$ cat src/rtl/config_pkg.sv
// Global configuration record shared by the backend blocks.
package config_pkg;

  typedef struct packed {
    int unsigned XLEN;
  } cfg_t;

  localparam cfg_t EmptyCfg = '{XLEN: 32};

  // Number of CDB write-back ports snooped by issue queues.
  localparam int NumWbDefault = 2;

endpackage

$ cat src/rtl/decode_pkg.sv
// Decoded micro-op format handed from dispatch to the issue stage.
package decode_pkg;

  typedef enum logic [3:0] {
    ALU_ADD, ALU_SUB, ALU_AND, ALU_OR, ALU_XOR, ALU_SLL, ALU_SRL,
    ALU_SRA, ALU_SLT, ALU_SLTU, ALU_BEQ, ALU_BNE
  } alu_op_e;

  typedef struct packed {
    logic [31:0] pc;
    logic [31:0] imm;
    alu_op_e     op;
    logic        use_imm;
    logic        is_branch;
  } uop_t;

endpackage

$ cat src/rtl/alu_issue_queue_age_matrix.sv
// Age matrix for the issue queue: row i bit j set means entry i is older than entry j.
// Grants the single oldest requesting entry.
module issue_age_matrix #(
  parameter int DEPTH = 8
) (
  input  logic             clk_i,
  input  logic             rst_ni,
  input  logic             flush_i,
  input  logic [DEPTH-1:0] alloc_i,
  input  logic [DEPTH-1:0] free_i,
  input  logic [DEPTH-1:0] req_i,
  output logic [DEPTH-1:0] grant_o
);

  logic [DEPTH-1:0]            r_age [DEPTH];
  logic [DEPTH-1:0][DEPTH-1:0] w_blk;

  // A new entry is younger than everything present; a freed entry claims nothing.
  always_ff @(posedge clk_i or negedge rst_ni) begin
    if (!rst_ni) begin
      for (int i = 0; i < DEPTH; i++) r_age[i] <= '0;
    end else if (flush_i) begin
      for (int i = 0; i < DEPTH; i++) r_age[i] <= '0;
    end else begin
      for (int i = 0; i < DEPTH; i++) begin
        for (int j = 0; j < DEPTH; j++) begin
          if (alloc_i[i] || free_i[i]) r_age[i][j] <= 1'b0;
          else if (alloc_i[j])         r_age[i][j] <= 1'b1;
        end
      end
    end
  end

  for (genvar gi = 0; gi < DEPTH; gi++) begin : g_grant
    for (genvar gj = 0; gj < DEPTH; gj++) begin : g_blk
      assign w_blk[gi][gj] = req_i[gj] & r_age[gj][gi];
    end
    assign grant_o[gi] = req_i[gi] & ~(|w_blk[gi]);
  end

endmodule

$ cat src/rtl/alu_issue_queue.sv
// Out-of-order ALU issue queue: buffers uops until both operands are captured,
// issues the oldest ready one per cycle through a registered output stage.
module alu_issue_queue
  import decode_pkg::*;
#(
  parameter config_pkg::cfg_t Cfg    = config_pkg::EmptyCfg,
  parameter int               TAG_W  = 6,
  parameter int               XLEN   = Cfg.XLEN,
  parameter int               DEPTH  = 8,
  parameter int               NUM_WB = config_pkg::NumWbDefault
) (
  input  logic                          clk_i,
  input  logic                          rst_ni,
  input  logic                          flush_i,
  input  logic                          enq_valid_i,
  output logic                          enq_ready_o,
  input  uop_t                          enq_uop_i,
  input  logic [TAG_W-1:0]              enq_rob_tag_i,
  input  logic                          enq_rs1_ready_i,
  input  logic                          enq_rs2_ready_i,
  input  logic [TAG_W-1:0]              enq_rs1_tag_i,
  input  logic [TAG_W-1:0]              enq_rs2_tag_i,
  input  logic [XLEN-1:0]               enq_rs1_data_i,
  input  logic [XLEN-1:0]               enq_rs2_data_i,
  input  logic [NUM_WB-1:0]             cdb_valid_i,
  input  logic [NUM_WB-1:0][TAG_W-1:0]  cdb_tag_i,
  input  logic [NUM_WB-1:0][XLEN-1:0]   cdb_data_i,
  output logic                          alu_valid_o,
  output uop_t                          alu_uop_o,
  output logic [XLEN-1:0]               alu_rs1_data_o,
  output logic [XLEN-1:0]               alu_rs2_data_o,
  output logic [TAG_W-1:0]              alu_rob_tag_o,
  output logic [$clog2(DEPTH+1)-1:0]    occupancy_o
);

  localparam int OCC_W = $clog2(DEPTH + 1);

  typedef struct packed {
    logic             rdy;
    logic [TAG_W-1:0] tag;
    logic [XLEN-1:0]  data;
  } src_t;

  typedef struct packed {
    logic             valid;
    uop_t             uop;
    logic [TAG_W-1:0] rob_tag;
    src_t             rs1;
    src_t             rs2;
  } entry_t;

  // Scanning from the top down lets the lowest matching port win.
  function automatic src_t snoop(input src_t s,
                                 input logic [NUM_WB-1:0] v,
                                 input logic [NUM_WB-1:0][TAG_W-1:0] t,
                                 input logic [NUM_WB-1:0][XLEN-1:0] d);
    src_t r;
    r = s;
    if (!s.rdy) begin
      for (int p = NUM_WB - 1; p >= 0; p--) begin
        if (v[p] && (t[p] == s.tag)) begin
          r.rdy  = 1'b1;
          r.data = d[p];
        end
      end
    end
    return r;
  endfunction

  entry_t           r_entries [DEPTH];
  logic [OCC_W-1:0] r_occ;
  logic             r_alu_valid;
  uop_t             r_alu_uop;
  logic [XLEN-1:0]  r_alu_rs1;
  logic [XLEN-1:0]  r_alu_rs2;
  logic [TAG_W-1:0] r_alu_tag;

  logic [DEPTH-1:0] w_valid;
  logic [DEPTH-1:0] w_req;
  logic [DEPTH-1:0] w_grant;
  logic [DEPTH-1:0] w_alloc_oh;
  logic [DEPTH-1:0] w_alloc;
  logic [DEPTH-1:0] w_free;
  logic             w_enq_fire;
  logic             w_issue;
  src_t             w_enq_rs1;
  src_t             w_enq_rs2;
  entry_t           w_new;
  entry_t           w_sel;

  for (genvar gi = 0; gi < DEPTH; gi++) begin : g_req
    assign w_valid[gi] = r_entries[gi].valid;
    assign w_req[gi]   = r_entries[gi].valid & r_entries[gi].rs1.rdy & r_entries[gi].rs2.rdy;
  end

  assign enq_ready_o = (r_occ < OCC_W'(DEPTH));
  assign w_enq_fire  = enq_valid_i && enq_ready_o && !flush_i;
  assign w_issue     = (|w_grant) && !flush_i;
  assign w_alloc     = w_enq_fire ? w_alloc_oh : '0;
  assign w_free      = w_issue ? w_grant : '0;

  always_comb begin
    logic found;
    found      = 1'b0;
    w_alloc_oh = '0;
    for (int i = 0; i < DEPTH; i++) begin
      if (!w_valid[i] && !found) begin
        w_alloc_oh[i] = 1'b1;
        found         = 1'b1;
      end
    end
  end

  assign w_enq_rs1 = '{rdy: enq_rs1_ready_i, tag: enq_rs1_tag_i, data: enq_rs1_data_i};
  assign w_enq_rs2 = '{rdy: enq_rs2_ready_i, tag: enq_rs2_tag_i, data: enq_rs2_data_i};

  // New entries snoop the CDB too, so a producer finishing this cycle is not missed.
  always_comb begin
    w_new         = '0;
    w_new.valid   = 1'b1;
    w_new.uop     = enq_uop_i;
    w_new.rob_tag = enq_rob_tag_i;
    w_new.rs1     = snoop(w_enq_rs1, cdb_valid_i, cdb_tag_i, cdb_data_i);
    w_new.rs2     = snoop(w_enq_rs2, cdb_valid_i, cdb_tag_i, cdb_data_i);
  end

  always_comb begin
    w_sel = '0;
    for (int i = 0; i < DEPTH; i++) begin
      if (w_grant[i]) w_sel = r_entries[i];
    end
  end

  issue_age_matrix #(.DEPTH(DEPTH)) u_age (
    .clk_i   (clk_i),
    .rst_ni  (rst_ni),
    .flush_i (flush_i),
    .alloc_i (w_alloc),
    .free_i  (w_free),
    .req_i   (w_req),
    .grant_o (w_grant)
  );

  always_ff @(posedge clk_i or negedge rst_ni) begin
    if (!rst_ni) begin
      for (int i = 0; i < DEPTH; i++) r_entries[i] <= '0;
    end else begin
      for (int i = 0; i < DEPTH; i++) begin
        if (flush_i) begin
          r_entries[i].valid <= 1'b0;
        end else if (w_alloc[i]) begin
          r_entries[i] <= w_new;
        end else if (w_free[i]) begin
          r_entries[i].valid <= 1'b0;
        end else if (r_entries[i].valid) begin
          r_entries[i].rs1 <= snoop(r_entries[i].rs1, cdb_valid_i, cdb_tag_i, cdb_data_i);
          r_entries[i].rs2 <= snoop(r_entries[i].rs2, cdb_valid_i, cdb_tag_i, cdb_data_i);
        end
      end
    end
  end

  always_ff @(posedge clk_i or negedge rst_ni) begin
    if (!rst_ni) begin
      r_occ <= '0;
    end else if (flush_i) begin
      r_occ <= '0;
    end else begin
      r_occ <= r_occ + OCC_W'(w_enq_fire) - OCC_W'(w_issue);
    end
  end

  // Payload only loads on issue so the outputs hold between issues.
  always_ff @(posedge clk_i or negedge rst_ni) begin
    if (!rst_ni) begin
      r_alu_valid <= 1'b0;
      r_alu_uop   <= '0;
      r_alu_rs1   <= '0;
      r_alu_rs2   <= '0;
      r_alu_tag   <= '0;
    end else begin
      r_alu_valid <= w_issue;
      if (w_issue) begin
        r_alu_uop <= w_sel.uop;
        r_alu_rs1 <= w_sel.rs1.data;
        r_alu_rs2 <= w_sel.rs2.data;
        r_alu_tag <= w_sel.rob_tag;
      end
    end
  end

  a_occ_bound : assert property (@(posedge clk_i) disable iff (!rst_ni) r_occ <= OCC_W'(DEPTH));

  assign alu_valid_o    = r_alu_valid;
  assign alu_uop_o      = r_alu_uop;
  assign alu_rs1_data_o = r_alu_rs1;
  assign alu_rs2_data_o = r_alu_rs2;
  assign alu_rob_tag_o  = r_alu_tag;
  assign occupancy_o    = r_occ;

endmodule

$ cat config.mk
export PLATFORM = sky130hd
export DESIGN_NAME = alu_issue_queue
export DESIGN_NICKNAME = d
export VERILOG_FILES = /design/src/rtl/config_pkg.sv /design/src/rtl/decode_pkg.sv /design/src/rtl/alu_issue_queue_age_matrix.sv /design/src/rtl/alu_issue_queue.sv
export SDC_FILE = /design/constraint.sdc
export NUM_CORES = 2
export LEC_CHECK = 0
export ABC_AREA = 0
export BUFFER_PORTS_ARGS = -buffer_cell sky130_fd_sc_hd__buf_2
export CAP_MARGIN = 20
export CORE_ASPECT_RATIO = 1.1
export CORE_MARGIN = 5
export CORE_UTILIZATION = 25
export CTS_BUF_LIST = sky130_fd_sc_hd__clkbuf_16
export DETAILED_ROUTE_END_ITERATION = 7
export GPL_TIMING_DRIVEN = 0
export PLACE_DENSITY = 0.48
export RECOVER_POWER = 25
export SYNTH_ARGS = -nofsm -noshare
export SYNTH_HDL_FRONTEND = slang
export SYNTH_SLANG_ARGS = --single-unit
$ cat constraint.sdc
create_clock -name clk_i -period 4.85 [get_ports clk_i]
set_input_delay 0.485 -clock clk_i [delete_from_list [all_inputs] [get_ports clk_i]]
set_output_delay 0.485 -clock clk_i [all_outputs]
set_load 0.02 [all_outputs]
==> impl_metrics.json <==
{
  "max_cap_viol_count": 3,
  "drcViolationCount": 8,
  "grtUsageMet1_pct": 32.9,
  "p_sw_mw": 12.9,
  "worstPathBufferInverterCount": 5,
  "max_slew_margin_pct": -124,
  "gp_congestion": 1.01,
  "yosys_warnings": 0,
  "status": "finished, violations left",
  "r2r_start": "r_entries[968]",
  "netlist_top_cells_area": "dfrtp_1 44%, mux2_2 8.2%, mux2i_1 5.9%",
  "leakage_nw": 42.4,
  "fin_skew_ns": 0.0632,
  "drtPass1Iterations": 8,
  "fin_cells": 13600,
  "postSynthAreaPerCell_um2": 9.88,
  "worst-path-stages": 11,
  "clkLatencyLatePin_ns": 0.88,
  "rsz0062_at_grt": "no",
  "worst_pin_slew_ns": 3.37,
  "setup_viol": 0,
  "power_density_mw_per_mm2": 383,
  "synth_compound_area_share_pct": 19.1,
  "antenna_found_initial": 95,
  "synth_flop_cell": "dfrtp_1",
  "synth-edff-count": 0,
  "cp_slowest_stage_delay_ns": 0.76,
  "p_clk_share_pct": 35.3,
  "comb_power_share_pct": 21.0,
  "ios": 382,
  "worst_path_max_delay_cell": "clkbuf_1",
  "grt.met3_usage_pct": 7.44,
  "period_minus_slack_ns": 4.85,
  "drt-vias-per-instance": 5.78,
  "cts-root-buf": "clkbuf_16",
  "cp-end-kind": "flop",
  "die_area_mm2": 0.341,
  "nets": 9262,
  "hold_class": "in2reg",
  "syn2layout_area_growth_pct": 18.6,
  "core-area_mm2": 0.329,
  "stdcell_area_mm2": 0.0975,
  "synth-seq-cells": 1449,
  "nFillCells": 34700,
  "critical_path_arrival_ns": 5.62,
  "ys_types": 77,
  "cts_tree": "yes",
  "grtUsageTotal_pct": 26.2,
  "fmax_mhz": 206,
  "fp.dieH_um": 612,
  "numCtsBuffers": 184,
  "clock_sinks": 1449,
  "drt_iter0_markers": 9630,
  "total_power_mw": 37.4,
  "worstPathRequired_ns": 5.62,
  "placed_cells": 13100,
  "drive_above_1_share_pct": 15.3,
  "synth.top_cells.by_count": "1449 x dfrtp_1, 1285 x nand2_1, 768 x clkbuf_1, 600 x mux2_2, 483 x mux2i_1",
  "initial_utilization_pct": 25.0,
  "ir_drop_v": 0.000282,
  "yosys.area.top_type_share_pct": 44.1,
  "grt_pass1_wl_mm": 632,
  "synth_xor_area_share_pct": 2.33,
  "drv_slew": 424,
  "tns_ns": 0,
  "rows": 221,
  "hold_slack_ns": 0.0538,
  "async_reset_ff_share_pct": 100,
  "grt_pass1_vias": 76700,
  "grt_overflow": 0,
  "cts_buffer_depth": 4,
  "syn-num-nets": 8565,
  "place_hpwl_mm": 355,
  "r2r-end": "alu_rs1_data_o[23]",
  "synthMuxAreaShare_pct": 14.1,
  "synth_fa_ha_area_share_pct": 0.0852,
  "rr_worst_depth": 11,
  "cp-start-kind": "flop",
  "yosysMostFrequentCell": "dfrtp_1",
  "finalWirelength_mm": 464,
  "regArea_mm2": 0.0363,
  "rrSetupSlack_ns": 0.003,
  "p_int_mw": 24.5,
  "violations": "DRC, capacitance limit, slew limit",
  "crit_family": "buffers and inverters",
  "dieWidth_um": 557,
  "met2_usage_pct": 39.0,
  "final.period_utilization_pct": 99.9,
  "postSynthCellCount": 8324,
  "wire_per_inst_um": 34.2,
  "synth_top_family_by_area": "compound AO/OA/AOI/OAI gates",
  "ys_seq_area_share_pct": 44.1,
  "synthSimpleGateAreaFrac_pct": 14.9,
  "syn_area_mm2": 0.0823,
  "crit_start": "r_entries[968]",
  "synth.largest_area_cell": "dfrtp_1",
  "vias": 78300,
  "io_buffers": 323,
  "antenna_left": 0,
  "clk_pin_slew_ns": 0.06,
  "placed_area_mm2": 0.0911,
  "grt_max_degree": 169,
  "cp_cell_sequence": "buf_2 > and4b_1 > and4_1 > clkbuf_1 > nand2_1 > clkbuf_2 > buf_12 > buf_1 > a221oi_1 > o2111ai_1 > a2bb2oi_1",
  "final_hold_viol_count": 0,
  "cp-endpoint": "alu_rs1_data_o[23]",
  "multi_input_area_mm2": 0.0417,
  "crit_fanout": 10,
  "htreeDepth": 4,
  "switching_share_pct": 34.4,
  "top_usage_layer": "met2",
  "crit_type": "reg2reg",
  "seq_power_share_pct": 43.7
}
per-stage QoR:
step / setup WS (ns) / utilization (%)
after floorplan: 1.67 / -
after global placement: -31.45 / 27.2
after detailed placement: -0.833 / 27.7
after CTS: 0.104 / 29.7
after global routing: 0.0353 / 29.7
final: 0.00315 / 29.7
area by class of cell:
cell class,count,share of cell area (%)
Clock buffer,189,4.85
Clock inverter,127,0.774
Timing Repair Buffer,512,4.10
Tap cell,4348,5.58
Inverter,109,0.420
Sequential cell,1449,37.2
Antenna cell,58,0.149
Buffer,988,4.17
Multi-Input combinational cell,5777,42.8
logic make-up after synthesis:
logic type / after synthesis
and+or+nand+nor: 2623
xor gates and xnor gates: 219
DFF: 1449
AOI/OAI and AO/OA: 1847
muxes: 1083
adders and majority gates: 5
buffers and inverters: 1098
routing by layer:
layer / vias up / share of wire, %
met2: 4462 / 43
met1: 40100 / 40
met3: 1149 / 9.8
met5: - / 0.10
met4: 46 / 7.8
li1: 32500 / -
how the worst min path moves through the flow:
stage                           from          endpoint  slack, ns  depth (start not counted)
floorplan                     rst_ni  alu_rob_tag_o[0]       0.19                          0
global placement      r_entries[603]    r_entries[603]       0.45                          2
detailed placement    r_entries[595]    r_entries[595]       0.45                          2
CTS                 enq_rs1_tag_i[5]    r_entries[386]     0.0005                          3
global route        enq_rs1_tag_i[5]    r_entries[696]       0.05                          3
finish              enq_rs1_tag_i[5]    r_entries[386]       0.05                          3
layout by cell type (no fill, tap or decap), drive strengths merged, types with 64 or more instances in the layout:
master | netlist | final
buf | 219 | 499
o2111ai | 143 | 143
nand2 | 1285 | 1285
o22ai | 64 | 64
dfrtp | 1449 | 1449
nand3 | 207 | 207
a211o | 145 | 145
nor2 | 287 | 287
or3 | 354 | 354
o211ai | 81 | 81
a311o | 140 | 140
dlygate4sd3 | 0 | 82
nor3 | 148 | 148
a221o | 244 | 244
a221oi | 280 | 280
and3 | 143 | 143
a2bb2oi | 142 | 142
inv | 108 | 159
clkinv | 1 | 66
xor2 | 87 | 87
nand4 | 95 | 95
mux2i | 483 | 483
o22a | 65 | 65
o21ai | 187 | 187
xnor2 | 132 | 132
clkbuf | 770 | 1108
mux2 | 600 | 600
tightest hold or removal path, stage by stage:
cell	delay, ns
buf_2	0.25
nand2_1	0.11
nand2_1	0.05
registers in the layout, summed over array words and instances, names as in the netlist:
signal / flops
r_entries: 1240
alu_rob_tag_o: 6
alu_rs1_data_o: 32
u_age.r_age: 64
alu_valid_o: 1
occupancy_o: 4
alu_uop_o: 70
alu_rs2_data_o: 32
power by group through the flow:
stage | sequential [mW] | combinational [mW] | clock, mW
after floorplan | 16.3 | 3.96 | 0
after global placement | 16.5 | 7.66 | 0
after detailed placement | 16.4 | 7.89 | 0
after CTS | 16.3 | 8.00 | 13.4
after global routing | 16.5 | 8.46 | 13.8
final | 16.4 | 7.85 | 13.2
repair_timing:
item | CTS | global route
gates resized for setup | 3 | 3
endpoints found under the hold margin | 632 | 0
endpoints found under the setup margin | 105 | 18
gates cloned | 0 | 0
pin swaps | 5 | 1
setup buffers | 8 | 0
hold buffers | 82 | 0
Power figures use the tool's default switching activity.
